## src/rtl/key_search_scheduler.sv

```systemverilog
// key_search_scheduler
//   Hands out consecutive candidate keys 0..MAX_KEY to NUM_CORES decrypt /
//   validate cores using a round-robin grant over idle cores, collects each
//   core's verdict and stops on the first valid key.
//
// Handshake: a core is launched by a one-cycle core_start[g] pulse with
//   core_key valid in the same cycle. It answers with a one-cycle
//   core_done[g] pulse, and core_found[g] is the verdict sampled only in that
//   cycle. A done from a core the scheduler does not consider busy is ignored.
//   The cleared core can be granted again on the following cycle.
//
// Ports:
//   CLOCK_50     in   system clock (rising edge)
//   reset        in   synchronous, active-high reset
//   start        in   one-cycle pulse, begins a search (IDLE only)
//   core_done    in   per-core completion pulse
//   core_found   in   per-core verdict, qualified by core_done
//   core_start   out  one-hot launch pulse
//   core_key     out  candidate key for the launched core
//   core_abort   out  one-cycle pulse, stop all cores
//   busy         out  high while searching (RUN / DRAIN)
//   found        out  sticky, a valid key was found
//   exhausted    out  sticky, all keys tried without a hit
//   found_key    out  winning key
//   found_core   out  index of the winning core
//   keys_issued  out  keys dispatched in this search
//   dbg_state    out  FSM state (0 IDLE, 1 RUN, 2 DRAIN, 3 FOUND, 4 EXHAUSTED)
module key_search_scheduler #(
  parameter int              NUM_CORES = 4,
  parameter int              KEY_WIDTH = 22,
  parameter longint unsigned MAX_KEY   = (64'd1 << KEY_WIDTH) - 64'd1
) (
  input  logic                 CLOCK_50,
  input  logic                 reset,
  input  logic                 start,
  input  logic [NUM_CORES-1:0] core_done,
  input  logic [NUM_CORES-1:0] core_found,
  output logic [NUM_CORES-1:0] core_start,
  output logic [KEY_WIDTH-1:0] core_key,
  output logic                 core_abort,
  output logic                 busy,
  output logic                 found,
  output logic                 exhausted,
  output logic [KEY_WIDTH-1:0] found_key,
  output logic [2:0]           found_core,
  output logic [KEY_WIDTH:0]   keys_issued,
  output logic [2:0]           dbg_state
);

  localparam logic [KEY_WIDTH:0] P_MAX = MAX_KEY[KEY_WIDTH:0];

  typedef enum logic [2:0] {
    S_IDLE      = 3'd0,
    S_RUN       = 3'd1,
    S_DRAIN     = 3'd2,
    S_FOUND     = 3'd3,
    S_EXHAUSTED = 3'd4
  } state_t;

  state_t                 r_state;
  // One bit wider than the key so that MAX_KEY = 2^KEY_WIDTH-1 cannot wrap.
  logic [KEY_WIDTH:0]     r_next_key;
  logic [NUM_CORES-1:0]   r_core_busy;
  logic [2:0]             r_rr_ptr;
  // Sized for the maximum core count so every index is a plain 3-bit value;
  // entries above NUM_CORES-1 are never written.
  logic [KEY_WIDTH-1:0]   r_key_reg [8];
  logic [NUM_CORES-1:0]   r_core_start;
  logic [KEY_WIDTH-1:0]   r_core_key;
  logic                   r_core_abort;
  logic                   r_busy;
  logic                   r_found;
  logic                   r_exhausted;
  logic [KEY_WIDTH-1:0]   r_found_key;
  logic [2:0]             r_found_core;

  logic [NUM_CORES-1:0]   w_done_valid;
  logic [NUM_CORES-1:0]   w_busy_after_done;
  logic [7:0]             w_busy8;
  logic [7:0]             w_hit8;
  logic [7:0]             w_grant8;
  logic                   w_hit;
  logic [2:0]             w_hit_idx;
  logic                   w_grant_ok;
  logic [2:0]             w_grant_idx;
  logic [2:0]             w_rr_next;
  logic                   w_dispatch;
  int                     w_c;

  always_comb begin
    w_done_valid      = core_done & r_core_busy;
    w_busy_after_done = r_core_busy & ~w_done_valid;
    // Non-existent cores read as busy so they are never granted.
    w_busy8                = '1;
    w_busy8[NUM_CORES-1:0] = r_core_busy;
    w_hit8                 = '0;
    w_hit8[NUM_CORES-1:0]  = w_done_valid & core_found;
    w_hit                  = |w_hit8;

    // Descending scan so the lowest hitting index is the one left standing.
    w_hit_idx = 3'd0;
    for (int i = 7; i >= 0; i--) begin
      if (w_hit8[i]) w_hit_idx = 3'(i);
    end

    // Circular search from r_rr_ptr; scanned backwards so the nearest idle
    // core at or after the pointer wins. Uses the registered busy vector, so
    // a core finishing this cycle is only grantable next cycle.
    w_grant_ok  = ~&w_busy8;
    w_grant_idx = 3'd0;
    w_c         = 0;
    for (int k = NUM_CORES - 1; k >= 0; k--) begin
      w_c = int'(r_rr_ptr) + k;
      if (w_c >= NUM_CORES) w_c = w_c - NUM_CORES;
      if (!w_busy8[3'(w_c)]) w_grant_idx = 3'(w_c);
    end

    w_rr_next  = (int'(w_grant_idx) == NUM_CORES - 1) ? 3'd0 : w_grant_idx + 3'd1;
    w_grant8   = 8'd1 << w_grant_idx;
    w_dispatch = (r_state == S_RUN) && !w_hit && w_grant_ok && (r_next_key <= P_MAX);
  end

  always_ff @(posedge CLOCK_50) begin
    if (reset) begin
      r_state      <= S_IDLE;
      r_next_key   <= '0;
      r_core_busy  <= '0;
      r_rr_ptr     <= '0;
      for (int i = 0; i < 8; i++) r_key_reg[i] <= '0;
      r_core_start <= '0;
      r_core_key   <= '0;
      r_core_abort <= 1'b0;
      r_busy       <= 1'b0;
      r_found      <= 1'b0;
      r_exhausted  <= 1'b0;
      r_found_key  <= '0;
      r_found_core <= '0;
    end else begin
      r_core_start <= '0;
      r_core_abort <= 1'b0;
      case (r_state)
        S_IDLE: begin
          if (start) begin
            r_state     <= S_RUN;
            r_next_key  <= '0;
            r_core_busy <= '0;
            r_rr_ptr    <= '0;
            r_busy      <= 1'b1;
          end
        end
        S_RUN, S_DRAIN: begin
          r_core_busy <= w_busy_after_done | (w_dispatch ? w_grant8[NUM_CORES-1:0] : '0);
          if (w_hit) begin
            r_state      <= S_FOUND;
            r_found      <= 1'b1;
            r_found_key  <= r_key_reg[w_hit_idx];
            r_found_core <= w_hit_idx;
            r_core_abort <= 1'b1;
            r_busy       <= 1'b0;
          end else if (w_dispatch) begin
            r_core_start           <= w_grant8[NUM_CORES-1:0];
            r_core_key             <= r_next_key[KEY_WIDTH-1:0];
            r_key_reg[w_grant_idx] <= r_next_key[KEY_WIDTH-1:0];
            r_next_key             <= r_next_key + 1'b1;
            r_rr_ptr               <= w_rr_next;
            if (r_next_key == P_MAX) r_state <= S_DRAIN;
          end else if (r_state == S_RUN && r_next_key > P_MAX) begin
            r_state <= S_DRAIN;
          end else if (r_state == S_DRAIN && w_busy_after_done == '0) begin
            // The last outstanding core finished this cycle without a hit.
            r_state     <= S_EXHAUSTED;
            r_exhausted <= 1'b1;
            r_busy      <= 1'b0;
          end
        end
        default: ; // FOUND and EXHAUSTED hold until reset
      endcase
    end
  end

  assign core_start  = r_core_start;
  assign core_key    = r_core_key;
  assign core_abort  = r_core_abort;
  assign busy        = r_busy;
  assign found       = r_found;
  assign exhausted   = r_exhausted;
  assign found_key   = r_found_key;
  assign found_core  = r_found_core;
  assign keys_issued = r_next_key;
  assign dbg_state   = r_state;

endmodule

```

## config.mk

```make
export PLATFORM = sky130hd
export DESIGN_NAME = key_search_scheduler
export DESIGN_NICKNAME = d
export VERILOG_FILES = /design/src/rtl/key_search_scheduler.sv
export SDC_FILE = /design/constraint.sdc
export NUM_CORES = 1
export LEC_CHECK = 0
export CAP_MARGIN = 20
export CORE_UTILIZATION = 35
export CTS_BUF_LIST = sky130_fd_sc_hd__clkbuf_4
export DETAILED_ROUTE_END_ITERATION = 16
export SYNTH_ARGS = -nofsm -noshare
export SYNTH_HDL_FRONTEND = slang
export SYNTH_SLANG_ARGS = --single-unit
```

## constraint.sdc

```tcl
create_clock -name CLOCK_50 -period 4.31 [get_ports CLOCK_50]
set_clock_uncertainty 0.15 [all_clocks]
set_input_delay 0.431 -clock CLOCK_50 [delete_from_list [all_inputs] [get_ports CLOCK_50]]
set_output_delay 0.431 -clock CLOCK_50 [all_outputs]
set_load 0.05 [all_outputs]
```

==> out/qor.yml <==
path_class: "reg -> reg"
slowest_delay_ps: 560
path_depth: 8
rsz0062_at_grt: "no"
num_vias: 5461
critPathArrivalTime_ps: 3700
fp.dieW_um: 151.1
wl_per_cell_um: 17.06
hold_class: "reg -> reg"
dpl.cell_count: 1068
synth_top_area_frac: 0.3395
synth_most_common_cell: "edfxtp_1"
seqCellArea_um2: 4384
ant_nets: 0
crit_chain: "inv_1 -> ha_1 -> mux2_2 -> a31oi_1 -> mux2i_1 -> a31oi_2 -> nor4b_2 -> or2_2"
synth_cell_types: 61
grt_util_met1: 0.2427
crit_family: "simple AND/OR/NAND/NOR gates"
drt_iter0_drc: 359
clock_latency_ps: 560
top_usage_layer: "met2"
clk_pin_slew_worst_paths_ps: 140
drc_errors: 0
dieHeight_um: 151.1
ios: 92
critPathLaunch: "r_rr_ptr[0]"
path_buf_inv: 1
timing.final.crit_share: 0.8452
instances_no_fill: 1101
drv_cap: 0
post_cts_buffers: 0
grtUsageMet2: 0.2635
endpoint: "r_key_reg[2][14]"
avgSynthCellArea_um2: 10.66
grt_usage: 0.1722
dieArea_um2: 22840
htreeDepth: 4
synth_area_leader_cell: "edfxtp_1"
nets: 825
critPathSlowestCell: "dfxtp_1"
synth_area_leaders: "edfxtp_1 (34%), dfxtp_1 (22%), mux2i_1 (6.4%), and2_1 (5.5%), nand2_1 (3.5%)"
cp-end-kind: "flop"
viasPerCell: 4.960
antenna_found_initial: 1
r2r_start: "r_rr_ptr[0]"
fillers: 2090
clockBufferDepth: 2
multi_input_area_um2: 3058
grt_pass1_wl_um: 29500
fin_tns_setup_ps: 0
synth_edf_count: 88
post-dp-hpwl_um: 12860
cts_tree: "built"
numCtsBuffers: 17
slew_headroom: 0.3677
status: "complete, no violations"
gr-total-overflow: 0
tightest_slew_ps: 948.5
synth_warnings: 0
grt_pass1_vias: 5227
syn_nets: 748
async_flop_share: 0
cts_resized: 0
rrSetupSlack_ps: 670
floorplan.core_area_um2: 21820
fin_crit_ps: 3643
drive_above_1_share: 0.09024
crit_path_start_kind: "flop"
routed_wl_um: 18780
setup_viol: 0
cellLeakagePower_nw: 3.061
drv_slew: 0
numPortBuffers: 90
fmax_ghz: 0.2745
worstPathMaxFanout: 22
area_delta_synth_final_pct: 18.79
syn_inst: 730
place_congestion: 0.7958
p_per_area_nw_per_um2: 371.6
rows: 54
synth_ff_type: "edfxtp_1"
drtPass1Iterations: 5
ctsHoldBuffers: 0
finalHoldViolations: 0
grt_util_met3: 0.03313
start_util: 0.3566
clkSinkCount: 175
worstPathRequired_ps: 4370
synth_common_cells: "edfxtp_1 (88), dfxtp_1 (87), nand2_1 (72)"
synth_area_um2: 7782
hold_slack_ps: 309.5
ys_seq_area_frac: 0.5633
root_buffer: "clkbuf_4"
largest_reg_flops: 88
grt_max_degree: 50
ys_ff_latch: 175
worstReg2RegEnd: "r_key_reg[2][14]"
ir_drop_uv: 202.1
r2r_cells: 8
-- power by group --
group          leakage (nW)  total [mW]  switching (mW)  internal, mW
clock network         0.162        1.04           0.576         0.466
logic                  1.29       0.532           0.373         0.159
registers              1.61        1.86          0.0572          1.80
-- worst reg2reg max path, delay by kind of cell, from the launching register on --
kind	cells	cell delay (ps)
flip-flops	1	560
multiplexers	2	480
adder cells (fa/ha/maj)	1	470
AND/OR/NAND/NOR	2	850
buffers and inverters	1	180
AO/OA/AOI/OAI	2	600
-- layout by cell type (no fill, tap or decap), types with 13 or more instances in the layout --
| master | n |
|---|---|
| clkdlybuf4s50_1 | 89 |
| edfxtp_1 | 88 |
| dfxtp_1 | 87 |
| nand2_1 | 72 |
| and2_1 | 68 |
| mux2i_1 | 50 |
| nor2_1 | 49 |
| a21oi_1 | 36 |
| inv_1 | 30 |
| o21ai_0 | 26 |
| a2bb2oi_1 | 24 |
| nand3_1 | 20 |
| clkbuf_4 | 18 |
| buf_4 | 13 |
-- routing by layer --
metal / share of wire / wire [um]
met5: 0 / 0
met4: 0.013 / 249
met3: 0.045 / 841
met2: 0.46 / 8610
met1: 0.48 / 9079
-- metrics by stage --
step	power (mW)	utilization	instance area, um^2	worst slack [ps]
CTS	3.461	0.4235	9243	710.7
global route	3.589	0.4236	9245	383.3
global placement	2.429	0.4087	8919	819.4
floorplan	2.303	-	7782	882.4
detailed placement	2.430	0.4087	8919	745.5
finish	3.435	0.4236	9245	667.2
-- worst min path at each step --
stage                               start            end  cells after the start
after floorplan           r_key_reg[2][0]   found_key[0]                      2
after global placement        core_key[8]    core_key[8]                      2
after detailed placement        exhausted      exhausted                      2
after CTS                           reset  found_core[0]                      2
after global routing                reset          found                      2
final                           exhausted      exhausted                      2
-- cells by family (layout without fill, tap and decap cells) --
| kind of cell | after synthesis | after routing | share of synthesized area |
|---|---|---|---|
| AND/OR/NAND/NOR | 280 | 280 | 0.1910 |
| adder cells (fa/ha/maj) | 7 | 7 | 0.01125 |
| AO/OA/AOI/OAI | 129 | 129 | 0.1100 |
| flip-flops | 175 | 175 | 0.5633 |
| multiplexers | 53 | 53 | 0.06865 |
| buffers and inverters | 76 | 166 | 0.04518 |
| XOR/XNOR | 9 | 9 | 0.01013 |
| other | 1 | 2 | 0.0004819 |
-- layout make-up --
| type | count | share of cell area |
|---|---|---|
| flip-flops and latches | 175 | 0.4742 |
| multi-input cells | 479 | 0.3308 |
| repair buffers | 104 | 0.1096 |
| well taps | 280 | 0.03789 |
| clock inverters | 14 | 0.02044 |
| clock buffers | 18 | 0.01462 |
| inverters | 30 | 0.01218 |
| diodes | 1 | 0.0002707 |
Note: power is estimated with default switching activity, not from simulation.
